## src/rtl/data_ram_fill_arbiter_pkg.sv

```systemverilog
// Shared definitions for the data RAM fill arbiter and its fill engine.
package data_ram_fill_arbiter_pkg;

  localparam int ADDR_W_DEFAULT = 12;
  localparam int DATA_W_DEFAULT = 32;
  localparam int DATA_RAM_WORDS = 4096;

  typedef enum logic [1:0] {
    FILL_IDLE   = 2'd0,
    FILL_ACTIVE = 2'd1,
    FILL_DONE   = 2'd2
  } fill_state_t;

endpackage

```

## src/rtl/data_ram_fill_engine.sv

```systemverilog
// Fill engine: walks a pointer over [base, base+len) writing a constant word,
// advancing only on steps where the arbiter grants it the RAM port.
module data_ram_fill_engine
  import data_ram_fill_arbiter_pkg::*;
#(
  parameter int ADDR_W = ADDR_W_DEFAULT,
  parameter int DATA_W = DATA_W_DEFAULT
) (
  input  logic              clk,
  input  logic              rst_n,
  input  logic              tick,
  input  logic              start,
  input  logic [ADDR_W-1:0] base,
  input  logic [ADDR_W:0]   len,
  input  logic [DATA_W-1:0] value,
  input  logic              advance,
  output logic [ADDR_W-1:0] ptr,
  output logic [DATA_W-1:0] word,
  output logic              busy,
  output logic              done
);

  localparam logic [ADDR_W:0] MAX_LEN = (ADDR_W+1)'(1) << ADDR_W;

  fill_state_t     state;
  fill_state_t     state_next;
  logic [ADDR_W:0] remaining;
  logic [ADDR_W:0] len_eff;

  // Requests longer than the whole RAM are clamped to one full pass.
  always_comb begin
    len_eff = (len > MAX_LEN) ? MAX_LEN : len;
  end

  // Next-state logic; a zero-length request goes straight to DONE.
  always_comb begin
    state_next = state;
    case (state)
      FILL_IDLE: begin
        if (start) state_next = (len_eff == '0) ? FILL_DONE : FILL_ACTIVE;
      end
      FILL_ACTIVE: begin
        if (advance && remaining == (ADDR_W+1)'(1)) state_next = FILL_DONE;
      end
      FILL_DONE: state_next = FILL_IDLE;
      default:   state_next = FILL_IDLE;
    endcase
  end

  // State register; DONE lasts exactly one clock even when tick is low.
  always_ff @(posedge clk or negedge rst_n) begin
    if (!rst_n) begin
      state <= FILL_IDLE;
    end else if (tick || state == FILL_DONE) begin
      state <= state_next;
    end
  end

  // Latch the request on start, then step pointer and count on each granted write.
  always_ff @(posedge clk or negedge rst_n) begin
    if (!rst_n) begin
      ptr       <= '0;
      remaining <= '0;
      word      <= '0;
    end else if (tick) begin
      if (state == FILL_IDLE && start && len_eff != '0) begin
        ptr       <= base;
        remaining <= len_eff;
        word      <= value;
      end else if (state == FILL_ACTIVE && advance) begin
        ptr       <= ptr + ADDR_W'(1);
        remaining <= remaining - (ADDR_W+1)'(1);
      end
    end
  end

  assign busy = (state == FILL_ACTIVE);
  assign done = (state == FILL_DONE);

endmodule

```

## src/rtl/data_ram_fill_arbiter.sv

```systemverilog
// Shares the CPU-side data RAM port between CPU loads/stores and the fill engine.
// The CPU wins by default; after STARVE_MAX consecutive CPU grants the fill gets one slot.
module data_ram_fill_arbiter
  import data_ram_fill_arbiter_pkg::*;
#(
  parameter int ADDR_W     = ADDR_W_DEFAULT,
  parameter int DATA_W     = DATA_W_DEFAULT,
  parameter int STARVE_MAX = 4
) (
  input  logic              clk,
  input  logic              rst_n,
  input  logic              tick,
  input  logic [ADDR_W-1:0] cpu_addr,
  input  logic [DATA_W-1:0] cpu_d,
  input  logic              cpu_we,
  input  logic              cpu_re,
  output logic [DATA_W-1:0] cpu_q,
  output logic              cpu_stall,
  input  logic              fill_start,
  input  logic [ADDR_W-1:0] fill_base,
  input  logic [ADDR_W:0]   fill_len,
  input  logic [DATA_W-1:0] fill_value,
  output logic              fill_busy,
  output logic              fill_done,
  output logic [ADDR_W-1:0] ram_addr,
  output logic [DATA_W-1:0] ram_d,
  output logic              ram_we,
  input  logic [DATA_W-1:0] ram_q
);

  localparam int STARVE_W = (STARVE_MAX < 1) ? 1 : $clog2(STARVE_MAX + 1);
  localparam logic [STARVE_W-1:0] STARVE_LIMIT = STARVE_W'(STARVE_MAX);

  logic                cpu_req;
  logic                fill_gnt;
  logic [STARVE_W-1:0] starve_cnt;
  logic [ADDR_W-1:0]   fill_ptr;
  logic [DATA_W-1:0]   fill_word;

  data_ram_fill_engine #(
    .ADDR_W (ADDR_W),
    .DATA_W (DATA_W)
  ) u_engine (
    .clk     (clk),
    .rst_n   (rst_n),
    .tick    (tick),
    .start   (fill_start),
    .base    (fill_base),
    .len     (fill_len),
    .value   (fill_value),
    .advance (fill_gnt),
    .ptr     (fill_ptr),
    .word    (fill_word),
    .busy    (fill_busy),
    .done    (fill_done)
  );

  // Grant: fill takes the port when the CPU is quiet or has starved it long enough.
  always_comb begin
    cpu_req  = cpu_we | cpu_re;
    fill_gnt = fill_busy && (!cpu_req || starve_cnt == STARVE_LIMIT);
  end

  // Port mux; the CPU path is a straight pass-through so granted loads see no latency.
  always_comb begin
    ram_addr = cpu_addr;
    ram_d    = cpu_d;
    ram_we   = cpu_we;
    if (fill_gnt) begin
      ram_addr = fill_ptr;
      ram_d    = fill_word;
      ram_we   = 1'b1;
    end
  end

  assign cpu_q     = ram_q;
  assign cpu_stall = cpu_req & fill_gnt;

  // Count consecutive CPU wins while a fill waits; cleared whenever the fill gets through.
  always_ff @(posedge clk or negedge rst_n) begin
    if (!rst_n) begin
      starve_cnt <= '0;
    end else if (tick) begin
      if (!fill_busy || fill_gnt) begin
        starve_cnt <= '0;
      end else if (cpu_req && starve_cnt != STARVE_LIMIT) begin
        starve_cnt <= starve_cnt + STARVE_W'(1);
      end
    end
  end

endmodule

```

## config.mk

```make
export PLATFORM = sky130hd
export DESIGN_NAME = data_ram_fill_arbiter
export DESIGN_NICKNAME = d
export VERILOG_FILES = /design/src/rtl/data_ram_fill_arbiter_pkg.sv /design/src/rtl/data_ram_fill_engine.sv /design/src/rtl/data_ram_fill_arbiter.sv
export SDC_FILE = /design/constraint.sdc
export NUM_CORES = 1
export LEC_CHECK = 0
export ABC_CLOCK_PERIOD_IN_PS = 5300
export BUFFER_PORTS_ARGS = -buffer_cell sky130_fd_sc_hd__buf_4
export CAP_MARGIN = 20
export CELL_PAD_IN_SITES_DETAIL_PLACEMENT = 2
export CELL_PAD_IN_SITES_GLOBAL_PLACEMENT = 2
export CORE_ASPECT_RATIO = 0.9
export CORE_MARGIN = 3
export CORE_UTILIZATION = 29
export CTS_CLUSTER_DIAMETER = 40
export DETAILED_ROUTE_END_ITERATION = 8
export PLACE_DENSITY = 0.95
export SLEW_MARGIN = 20
export SYNTH_ARGS = -nofsm -noshare
export SYNTH_HDL_FRONTEND = slang
export SYNTH_HIERARCHICAL = 1
export SYNTH_SLANG_ARGS = --single-unit
```

## constraint.sdc

```tcl
create_clock -name clk -period 5.3 [get_ports clk]
set_input_delay 0 -clock clk [delete_from_list [all_inputs] [get_ports clk]]
set_output_delay 0 -clock clk [all_outputs]
set_load 0.02 [all_outputs]
```

# After elaboration in Yosys (flattened, before gate mapping)
# Index checks and enable logic that the tools add are counted.
# word_totals
regBits	62
input_bits	139
output_inout_bits	80
word_cells	52
# op_classes
addsub	3
magnitude_cmp	1
n_eq_ne	7
n_mux	14
n_bitwise	2
reduce_logical	20
# op_table
op	n
13-bit 2-to-1 mux	3
12-bit 2-to-1 mux	3
32-bit 2-to-1 mux	1
13-bit by 1-bit equality test with 1-bit output (second input constant)	1
13-bit greater-than comparator (second input constant)	1
13-bit logical NOT	1
13-bit nonzero test	1
13-bit by 1-bit subtractor with 13-bit output (second input constant)	1
12-bit by 1-bit adder with 12-bit output (second input constant)	1
1-bit logical AND	6
2-bit 2-to-1 mux	3
3-bit 2-to-1 mux	2
2-bit AND reduction	3
2-bit one-hot mux with 2 select lines	1
2-bit nonzero test	2
3-bit by 1-bit adder with 3-bit output (second input constant)	1
3-bit equality test (second input constant)	1
1-bit logical OR	3
3-bit != test (second input constant)	1
3-bit AND reduction	1
2-bit by 1-bit equality test with 1-bit output (second input constant)	1
2-bit equality test (second input constant)	1
1-bit logical NOT	2
2-bit logical NOT	1
5 further kinds	5

# Depth between registers and ports, before layout
# depth
depth_word	7
ltp_mapped	12
depth_no_buf	10

# Modules after synthesis
# Netlist, hierarchy kept.
# by_module_without_submodules
module	n_inst	cells_per_inst	area_each_um2	seq_area_each_um2
data_ram_fill_engine	1	269	3050.4	1476.4
data_ram_fill_arbiter	1	103	1111.1	75.1

# Worst setup path after synthesis
# No wires, ideal clock.
# synth_timing
kind	register -> register
start	reg u_engine.state[1]
end	reg u_engine.remaining[5]
setup_time_ns	0.126
t_arrival_ns	2.074
required_ns	5.174
path_slack_ns	3.100
path_stages_with_launch	10
path_buffers	3
synth_period_minus_slack_ns	2.200
path_cell_list	dfrtp_1 > and2b_1 > o21ai_2 > buf_6 > buf_8 > inv_1 > nand3_1 > a21boi_2 > buf_6 > o32a_1
# synth_between
elab_chain_len	5
elab_cells_between_ends	9
classes_between	eq/ne (1); mux (1); reduce/logical (7)
# synth_rtl
item	line	source
from (decl)	data_ram_fill_engine.sv:25	fill_state_t state;
from (signal assigned)	data_ram_fill_engine.sv:55	state <= state_next;
2-bit by 1-bit equality test with 1-bit output	data_ram_fill_engine.sv:77	assign busy = (state == FILL_ACTIVE);
net fill_busy	data_ram_fill_arbiter.sv:23	output logic fill_busy,
1-bit logical AND	data_ram_fill_arbiter.sv:61	fill_gnt = fill_busy && (!cpu_req || starve_cnt == STARVE_LIMIT);
net fill_gnt	data_ram_fill_arbiter.sv:35	logic fill_gnt;
1-bit logical AND	data_ram_fill_engine.sv:70	end else if (state == FILL_ACTIVE && advance) begin
2-bit nonzero test (no source line)	-	
2-bit AND reduction (no source line)	-	
to (signal assigned)	data_ram_fill_engine.sv:68	remaining <= len_eff;
to (signal assigned)	data_ram_fill_engine.sv:72	remaining <= remaining - (ADDR_W+1)'(1);
to (decl)	data_ram_fill_engine.sv:27	logic [ADDR_W:0] remaining;
# The timed path passes the listed nets, and every way through them passes these cells.
# A chain may end at the register's enable or synchronous reset.

# Worst setup path after layout
# layout_timing
start	reg starve_cnt[0]
end	reg u_engine.ptr[11]
# layout_between
elab_chain_len	6
# layout_rtl
item	line	source
from (decl)	data_ram_fill_arbiter.sv:36	logic [STARVE_W-1:0] starve_cnt;
from (signal assigned)	data_ram_fill_arbiter.sv:87	starve_cnt <= starve_cnt + STARVE_W'(1);
3-bit equality test	data_ram_fill_arbiter.sv:61	
1-bit logical OR	data_ram_fill_arbiter.sv:61	
1-bit logical AND	data_ram_fill_arbiter.sv:61	
net fill_gnt	data_ram_fill_arbiter.sv:35	
1-bit logical AND	data_ram_fill_engine.sv:70	
2-bit nonzero test (no source line)	-	
2-bit AND reduction (no source line)	-	
to (signal assigned)	data_ram_fill_engine.sv:67	ptr <= base;
to (signal assigned)	data_ram_fill_engine.sv:71	ptr <= ptr + ADDR_W'(1);
to (decl)	data_ram_fill_engine.sv:17	output logic [ADDR_W-1:0] ptr,
# The timed path passes the listed nets, and every way through them passes these cells.

==> results by group <==
Hold path
  • HP Class: input pin to output pin
  • Hold_sp: ram_q[26]

CTS
  • CTS tree: yes
  • CTS root buf: clkbuf_16
  • Post-CTS setup buffer count: 0
  • Htree depth: 3
  • Sink Count: 62
  • Clk_lat worst skew: between 300 and 400 ps
  • CTS Buffer Depth: 2
  • Worst-path clk slew: 60 ps
  • CTS buffer count: 9

Timing
  • Count of pins over their slew limit: 0
  • Final Skew: between 8 and 9 ps
  • Fin. Hold Viols: 0
  • RSZ-0062 raised after global routing: no
  • Achievable Freq: between 0.3 and 0.4 GHz
  • Worst slew margin: between 30% and 40%
  • Setup TNS: 0 ps
  • Setup violators final: 0
  • Worst-margin pin slew: 1030 ps
  • Fin crit period: 3310 ps
  • Final Cycle Share: around 62%

Synth
  • Number of synthesized flops with an enable pin: 0
  • Synthesized area per cell: 11.2 sq um
  • Commonest cells post-synth: dfrtp_1, mux2_2, buf_4
  • Most frequent cell after synthesis: dfrtp_1
  • Post-Syn Area: around 4200 sq um
  • Yosys reg bits: 62
  • Synth warn: 6
  • Area contributors post-synth: dfrtp_1, mux2_2, mux2_4, buf_4, a21oi_1
  • Syn Nets: slightly above 500
  • Mapped Cells: roughly 370
  • Top-area cell type share of the netlist area: 37.3%
  • Fraction of registers with async set/reset: between 90% and 100%
  • Main synth FF type: dfrtp_1
  • Fraction of the yosys area taken by sequential cells: between 30% and 40%
  • Synth area leader: dfrtp_1
  • Library cells used by synthesis: 63

Global routing
  • Largest net degree at the start of global routing: between 60 and 70
  • Vias in the first global route: 4182
  • Initial antenna violation count: 0
  • GRT Total Usage: 19.9%
  • First-pass GRT wire length: roughly 25 mm
  • Congestion Overflow GR: 0

Power and ir drop
  • Clock power frac: 23.8%
  • Share of total power in combinational logic: between 40% and 50%
  • Peak VDD IR: between 0.00015 and 0.0002 V
  • Sequential power share: ~34%
  • Switching Fraction: 37.5%
  • P_sw: ~1000 uW
  • Internal cell power: between 1500 and 2000 uW
  • Power Density: between 400 and 500 nW/um^2
  • Pleak: 0.00273 uW

Setup path
  • Setup CP Type: register to register
  • Reg2reg start: starve_cnt[0]
  • Nature of the critical path endpoint: register
  • Req. time, crit path: about 5500 ps
  • Startpoint types: register
  • CP most frequent cell: inv_1
  • Slowest stage delay, CP: about 840 ps
  • Arrival time at the worst endpoint: about 3500 ps
  • CP max FO: between 40 and 50
  • Slowest CP cell: a21boi_2
  • Worst Setup SP: starve_cnt[0]
  • Crit-path cells: inv_1 -> ha_1 -> and2_4 -> o21ai_4 -> buf_4 -> inv_1 -> nand3_1 -> a21boi_2 -> a21oi_1 -> o2bb2a_1

Floorplan
  • Die X-Extent: 132 um
  • Die area: 15800 sq um
  • Num ports: about 220
  • Starting Density: 30.3%
  • Die Y: approximately 120 um
  • Site Rows: 40
  • Area of the core: 13700 sq um

Layout
  • Register area: 1550 sq um
  • Filler instances: 1459
  • Final Non-Filler Cells: about 730
  • Fin nets: about 680
  • Fraction of layout cells with a size suffix above 1: 48.4%
  • Ant diodes: 0
  • Area grow syn2layout: 42.4%
  • Area occupied by multi-input gates: 2190 sq um

Drt
  • Post-Route WL: approximately 16 mm
  • DR top layer: met4
  • 1st-iter DRT viols: 165
  • Total number of vias: 3638
  • Vias per cell: 5.01
  • Met1 Wirelength: around 6 mm
  • Drt pass-1 iters: 5
  • Met2 Wirelength: about 8.5 mm
  • Drt wl/cell: roughly 22 um
  • WL met3: roughly 950 um
  • ANT nets after route: 0
  • Drt drc: 0

Placement
  • Placed cells: roughly 670
  • Port Buffer Count: 154
  • Hpwl dp: between 10 and 15 mm
  • RePlAce Congestion: ~0.83

Run status
  • Status: completed

Job
  • Max-cap violations: 0
## cells in the final DEF (no fill, tap or decap), types with 9 or more instances in the layout
cell	synthesis	layout
nand3_1	9	9
o21ai_0	18	18
nor2_1	10	10
clkbuf_16	0	9
mux2_4	27	27
inv_1	12	12
dfrtp_1	62	62
nand2_1	17	17
a21oi_1	19	19
mux2_2	47	47
dlygate4sd3_1	0	42
buf_4	38	155
## critical path, delay by kind of cell (launching register included)
family / cells / cell delay [ps]
DFF: 1 / 370
buffers and inverters: 3 / 820
and+or+nand+nor: 2 / 410
adders and majority gates: 1 / 220
AOI/OAI and AO/OA: 4 / 1350
## routing by layer
| layer | up-vias | GRT usage (%) |
|---|---|---|
| met1 | 1812 | 22.6 |
| met3 | 27 | 6.04 |
| met2 | 132 | 37.3 |
| li1 | 1667 | - |
| met5 | - | 0 |
| met4 | 0 | 3.64 |
## power groups by stage
stage	Combinational [uW]	Clock (uW)	Sequential (uW)
2_1_floorplan	810	0	832
3_3_place_gp	1030	0	891
3_5_place_dp	1100	0	926
4_1_cts	1130	664	924
5_1_grt	1220	690	968
6_report	1130	645	933
## through the flow
stage | hold slack [ps] | util (%) | worst slack [ps] | power (uW) | cell area, sq um
after floorplan | -296 | - | 3100 | 1640 | 4160
after global placement | 0.137 | 37.8 | 2160 | 1920 | 5180
after detailed placement | 0.137 | 37.8 | 1970 | 2020 | 5180
after CTS | 0.137 | 43.2 | 1970 | 2720 | 5930
after global routing | 0.0310 | 43.2 | 1680 | 2880 | 5930
final | 0.00776 | 43.2 | 1990 | 2710 | 5930
## kinds of logic after synthesis
logic type                 count (synthesis)  share of synthesized area [%]
adders and majority gates                  5                           1.50
and+or+nand+nor                           83                           13.2
DFF                                       62                           37.3
buffers and inverters                     60                           10.4
AOI/OAI and AO/OA                         78                           12.6
muxes                                     84                           25.0
## layout make-up
| cell class | instances | share of cell area, % |
|---|---|---|
| flip-flops and latches | 62 | 26.2 |
| repair buffers | 197 | 26.7 |
| well taps | 189 | 3.99 |
| inverters | 12 | 0.760 |
| multi-input cells | 250 | 36.9 |
| clock inverters | 7 | 1.67 |
| clock buffers | 9 | 3.80 |
## final timing paths
path	cells after the start	slack [ps]	endpoint
max	10	1990	u_engine/ptr[11]
min	0	0.008	cpu_q[26]
max in group asynchronous	2	4420	u_engine/word[15]
min reg2reg	1	500	u_engine/word[3]
min in group asynchronous	2	310	u_engine/remaining[1]
max reg2reg	10	1990	u_engine/ptr[11]
## state kept, by name, summed over array words and instances (netlist names)
| signal | count |
|---|---|
| u_engine/ptr | 12 |
| u_engine/remaining | 13 |
| u_engine/word | 32 |
| starve_cnt | 3 |
| u_engine/state | 2 |
## what timing repair did
action	in CTS	in global routing
endpoints found under the hold margin	103	0
hold buffers	42	0
resized for setup	0	0
Power figures use the tool's default switching activity.
